==> config.mk <==
export PLATFORM = sky130hd
export DESIGN_NAME = program_memory_loader
export DESIGN_NICKNAME = d
export VERILOG_FILES = /design/src/rtl/program_memory_loader.sv
export SDC_FILE = /design/constraint.sdc
export NUM_CORES = 1
export LEC_CHECK = 0
export BUFFER_PORTS_ARGS = -buffer_cell sky130_fd_sc_hd__buf_2
export CORE_ASPECT_RATIO = 0.5
export CORE_MARGIN = 2
export CORE_UTILIZATION = 45
export DETAILED_ROUTE_END_ITERATION = 8
export GPL_ROUTABILITY_DRIVEN = 0
export GPL_TIMING_DRIVEN = 0
export PLACE_DENSITY = 0.69
export SYNTH_ARGS = -nofsm -noshare
export SYNTH_HDL_FRONTEND = slang
export SYNTH_SLANG_ARGS = --single-unit
==> constraint.sdc <==
create_clock -name clk -period 4.2 [get_ports clk]
set_input_delay 0.84 -clock clk [delete_from_list [all_inputs] [get_ports clk]]
set_output_delay 0.84 -clock clk [all_outputs]
set_load 0.005 [all_outputs]
==> src/rtl/program_memory_loader.sv <==
// program_memory_loader
// Fills the writable program memory from a framed byte stream before the core
// runs. Frame: COUNT_HI, COUNT_LO (word count N), 4*N data bytes (each word
// MSB first), CHK (XOR of the data bytes). One write per word, at byte
// address 4*k.
// Ports:
//   clk, reset        rising-edge clock, asynchronous active-high reset
//   Start             begin a load (honoured in IDLE, DONE, ERROR)
//   Byte_In/Valid     stream byte, consumed when Byte_Valid && Byte_Ready
//   Byte_Ready        loader accepts a byte this cycle
//   Write_Enable      one-cycle write strobe
//   Write_Address     word-aligned byte address of the write
//   Write_Data        assembled big-endian instruction word
//   Busy              load in progress (holds the core in reset)
//   Load_Done, Error  sticky result of the last load
module program_memory_loader #(
  parameter int unsigned MEMORY_DEPTH = 32,
  parameter int unsigned DATA_WIDTH   = 32
) (
  input  logic                  clk,
  input  logic                  reset,
  input  logic                  Start,
  input  logic [7:0]            Byte_In,
  input  logic                  Byte_Valid,
  output logic                  Byte_Ready,
  output logic                  Write_Enable,
  output logic [DATA_WIDTH-1:0] Write_Address,
  output logic [DATA_WIDTH-1:0] Write_Data,
  output logic                  Busy,
  output logic                  Load_Done,
  output logic                  Error
);

  localparam int unsigned CNT_W = 16;

  localparam logic [2:0] S_IDLE   = 3'd0;
  localparam logic [2:0] S_HDR_HI = 3'd1;
  localparam logic [2:0] S_HDR_LO = 3'd2;
  localparam logic [2:0] S_DATA   = 3'd3;
  localparam logic [2:0] S_CHECK  = 3'd4;
  localparam logic [2:0] S_DONE   = 3'd5;
  localparam logic [2:0] S_ERROR  = 3'd6;

  localparam logic [CNT_W-1:0] DEPTH = CNT_W'(MEMORY_DEPTH);

  logic [2:0]            state_q, state_d;
  logic [CNT_W-1:0]      count_q, count_d;
  logic [CNT_W-1:0]      widx_q, widx_d;
  logic [1:0]            bcnt_q, bcnt_d;
  logic [23:0]           word_q, word_d;
  logic [7:0]            chk_q, chk_d;
  logic                  we_q, we_d;
  logic [DATA_WIDTH-1:0] addr_q, addr_d;
  logic [DATA_WIDTH-1:0] data_q, data_d;
  logic                  ready_q, ready_d;
  logic                  done_q, done_d;
  logic                  err_q, err_d;
  logic                  accept;
  logic [CNT_W-1:0]      n_hdr;

  // Byte_Ready is a registered decode of the framing states, so it gates acceptance
  assign accept = Byte_Valid && ready_q;
  assign n_hdr  = {count_q[15:8], Byte_In};

  // Next-state and datapath updates
  always_comb begin
    state_d = state_q;
    count_d = count_q;
    widx_d  = widx_q;
    bcnt_d  = bcnt_q;
    word_d  = word_q;
    chk_d   = chk_q;
    we_d    = 1'b0;
    addr_d  = addr_q;
    data_d  = data_q;
    case (state_q)
      S_IDLE, S_DONE, S_ERROR: begin
        if (Start) begin
          state_d = S_HDR_HI;
          count_d = '0;
          widx_d  = '0;
          bcnt_d  = '0;
          word_d  = '0;
          chk_d   = '0;
        end
      end
      S_HDR_HI: begin
        if (accept) begin
          count_d = {Byte_In, 8'h00};
          state_d = S_HDR_LO;
        end
      end
      S_HDR_LO: begin
        if (accept) begin
          count_d = n_hdr;
          if (n_hdr > DEPTH)           state_d = S_ERROR;
          else if (n_hdr == '0)        state_d = S_CHECK;
          else                         state_d = S_DATA;
        end
      end
      S_DATA: begin
        if (accept) begin
          chk_d  = chk_q ^ Byte_In;
          bcnt_d = bcnt_q + 2'd1;
          word_d = {word_q[15:0], Byte_In};
          // Fourth byte completes the word: issue the write next cycle
          if (bcnt_q == 2'd3) begin
            we_d   = 1'b1;
            addr_d = DATA_WIDTH'({widx_q, 2'b00});
            data_d = DATA_WIDTH'({word_q, Byte_In});
            widx_d = widx_q + CNT_W'(1);
            if (widx_q == CNT_W'(count_q - CNT_W'(1))) state_d = S_CHECK;
          end
        end
      end
      S_CHECK: begin
        if (accept) state_d = (Byte_In == chk_q) ? S_DONE : S_ERROR;
      end
      default: state_d = S_IDLE;
    endcase
  end

  // Status flags registered from the next state so they track state_q exactly
  always_comb begin
    ready_d = (state_d == S_HDR_HI) || (state_d == S_HDR_LO) ||
              (state_d == S_DATA)   || (state_d == S_CHECK);
    done_d  = (state_d == S_DONE);
    err_d   = (state_d == S_ERROR);
  end

  // State and output registers
  always_ff @(posedge clk or posedge reset) begin
    if (reset) begin
      state_q <= S_IDLE;
      count_q <= '0;
      widx_q  <= '0;
      bcnt_q  <= '0;
      word_q  <= '0;
      chk_q   <= '0;
      we_q    <= 1'b0;
      addr_q  <= '0;
      data_q  <= '0;
      ready_q <= 1'b0;
      done_q  <= 1'b0;
      err_q   <= 1'b0;
    end else begin
      state_q <= state_d;
      count_q <= count_d;
      widx_q  <= widx_d;
      bcnt_q  <= bcnt_d;
      word_q  <= word_d;
      chk_q   <= chk_d;
      we_q    <= we_d;
      addr_q  <= addr_d;
      data_q  <= data_d;
      ready_q <= ready_d;
      done_q  <= done_d;
      err_q   <= err_d;
    end
  end

  assign Byte_Ready    = ready_q;
  assign Busy          = ready_q;
  assign Write_Enable  = we_q;
  assign Write_Address = addr_q;
  assign Write_Data    = data_q;
  assign Load_Done     = done_q;
  assign Error         = err_q;

endmodule

==> impl_metrics.ini <==
[status]
outcome = finished clean

[grt]
grt_first_pass_wirelength_um = 21800
gr-total-overflow = 0
first_global_vias = 4423
track_usage_pct = 19.3
antenna_found_initial = 0
grt_max_degree = 92

[cells_and_area]
nNetsFinal = 695
fin_area_mm2 = 0.00714
nFillCells = 1106
multiInputGateArea_mm2 = 0.00262
area_growth_pct = 20.7
n_antenna_cell = 0
regArea_mm2 = 0.00303
drive_gt1_share_pct = 24.5

[synthesis]
synth_top_area_share_pct = 51.2
synth_most_common_cell = dfrtp_1
synth_seq_cells = 121
synth_seq_area_share_pct = 51.2
synth_common_cells = 121 x dfrtp_1, 110 x nand2_1, 50 x o21ai_0, 49 x mux2_2, 31 x nor2_1
synthTopCellsByArea = dfrtp_1 51%, mux2_2 9.3%, nand2_1 7.0%
yosys_warnings = 0
synth_area_mm2 = 0.00591
yosys.cell_types.count = 53
yosys_most_used_dff = dfrtp_1
yosysTopAreaCell = dfrtp_1
syn_avg_cell_area_um2 = 10.0
synth_edf_count = 0
synthArstFlopShare_pct = 100
netlist_instances = 590

[timing]
fin_crit_ps = 2900
setup_tns_ps = 0
hold_viol = 0
skew_ps = 6.97
worstMarginPinSlew_ps = 700
slew_viol_final = 0
fin_crit_sh_pct = 69.1
setup_viol = 0
fmax_mhz = 344
grt_setup_unrepaired = no
slew_headroom_pct = 53.0

[pwr]
vdd_drop_max_uv = 319
p_leak_nw = 3.41
pwr_density_cell_mw_per_mm2 = 517

[detailed_routing]
drt_iter0_markers = 213
first_pass_iters = 5
wl_per_cell_um = 15.1
vias_per_cell = 5.34
vias = 4612
drt-total-wl_um = 13000
drtAntennaViolNets = 0
drc = 0

[critical_path]
max_stage_delay_ps = 570
crit_path_end_kind = flop
cp_data_required_time_ps = 4470
cp_cell_sequence = nor4_1, xor2_1, or4b_1, a21boi_1, o2111ai_1, nor3_1, o21ai_0
path_max_fanout = 8
cp.arrival_ps = 3180
slowest_stage = nor4_1
timing.rr.start = count_q[5]
rrSetupSlack_ps = 1300
start_kind = flop
ff2ff_path_depth = 7
crit_start = count_q[5]
r2r_end = state_q[1]
crit_type = reg -> reg

[place]
placedInstanceArea_mm2 = 0.00649
dp_hpwl_um = 9210
portBuffers = 55

[cts]
cts_buffer_depth = 2
htreeDepth = 4
clkTransAtPathRegs_ps = 60
cts_root_buf = clkbuf_16
clock_latency_ps = 420
post_cts_buffers = 0
cts.sink_count = 121
cts_resized = 0
cts_buffers = 17
tritoncts = done
holdBufCountCts = 0

[flow_run]
drv_cap = 0

[die]
die_x_um = 166
die_area_mm2 = 0.0141
initial_core_util_pct = 46.4
core_region_area_mm2 = 0.0127
die_h_um = 85.1
rows = 29
ios = 81

[worst_hold_path]
hp-class = in -> async
metrics by stage:
stage / hold WS (ps) / power [mW] / utilization [%] / setup WS [ps] / cells
final: 385 / 3.69 / 56.0 / 1300 / 863
after global routing: 406 / 3.87 / 56.0 / 1090 / 863
after CTS: 394 / 3.73 / 56.0 / 1310 / 863
after detailed placement: 458 / 2.15 / 51.0 / 995 / 831
after global placement: 450 / 2.13 / 50.7 / -1180 / 830
after floorplan: 433 / 1.88 / - / 146 / 605
logic make-up after synthesis:
family          count (synthesis)  synth area share, %
simple gates                  230                 18.9
flops                         121                 51.2
other cells                     1               0.0634
xor+xnor                       35                 5.18
buf+inv                        63                 5.46
fa+ha+maj                       3                0.635
mux                            52                 9.84
compound gates                 85                 8.76
routing by layer:
layer  vias up  global-route usage, %  share of wire [%]
met5         -                      0                  0
met1      2261                   25.3                 47
met4         0                   8.62                1.9
met3        27                   3.68                4.7
li1       2201                      -                  -
met2       123                   31.9                 47
layout make-up:
class                           count  share of cell area (%)
Multi-Input combinational cell    421                    36.7
Buffer                             54                    4.05
Tap cell                          170                    2.98
Timing Repair Buffer               56                    4.24
Sequential cell                   121                    42.4
Clock buffer                       19                    6.35
Clock inverter                     13                    2.70
Inverter                            9                   0.543
worst max path at each step:
| stage | cells after the start | to | slack (ps) |
|---|---|---|---|
| 2_1_floorplan | 1 | Busy | 150 |
| 3_3_place_gp | 2 | Write_Data[10] | -1180 |
| 3_5_place_dp | 8 | widx_q[4] | 1000 |
| 4_1_cts | 7 | state_q[1] | 1310 |
| 5_1_grt | 7 | state_q[1] | 1090 |
| 6_report | 7 | state_q[1] | 1300 |
placed cells by master, fill, tap and decap left out, types with 3 or more instances in the layout:
cell and n:
a211oi_1 3, a21oi_1 12, a31oi_1 3, and2_1 5, and3b_1 3, and4_1 4
buf_2 61, buf_4 17, bufinv_16 4, clkbuf_1 27, clkbuf_16 17, clkinv_4 4
conb_1 16, dfrtp_1 121, ha_1 3, inv_1 8, inv_6 3, mux2_2 49
mux2i_1 3, nand2_1 110, nand3_1 29, nand4_1 9, nor2_1 31, nor2b_1 5
nor3_1 8, nor4_1 5, o21ai_0 50, or3_1 5, xnor2_1 10, xor2_1 25
power by group:
group	switching, mW	internal, mW
clock	0.539	1.03
sequential	0.133	1.40
combinational	0.269	0.325
critical path, delay by kind of cell, from the launching register on:
family,cells,cell delay (ps)
AO/OA/AOI/OAI,3,600
XOR/XNOR,1,130
flip-flops,1,470
AND/OR/NAND/NOR,3,1560
sequential cells by signal, summed over array words and instances (netlist names):
signal / count
Busy: 1
Error: 1
Load_Done: 1
Write_Address: 16
Write_Data: 32
Write_Enable: 1
bcnt_q: 2
chk_q: 8
count_q: 16
state_q: 3
widx_q: 16
word_q: 24
Power figures use the tool's default switching activity.
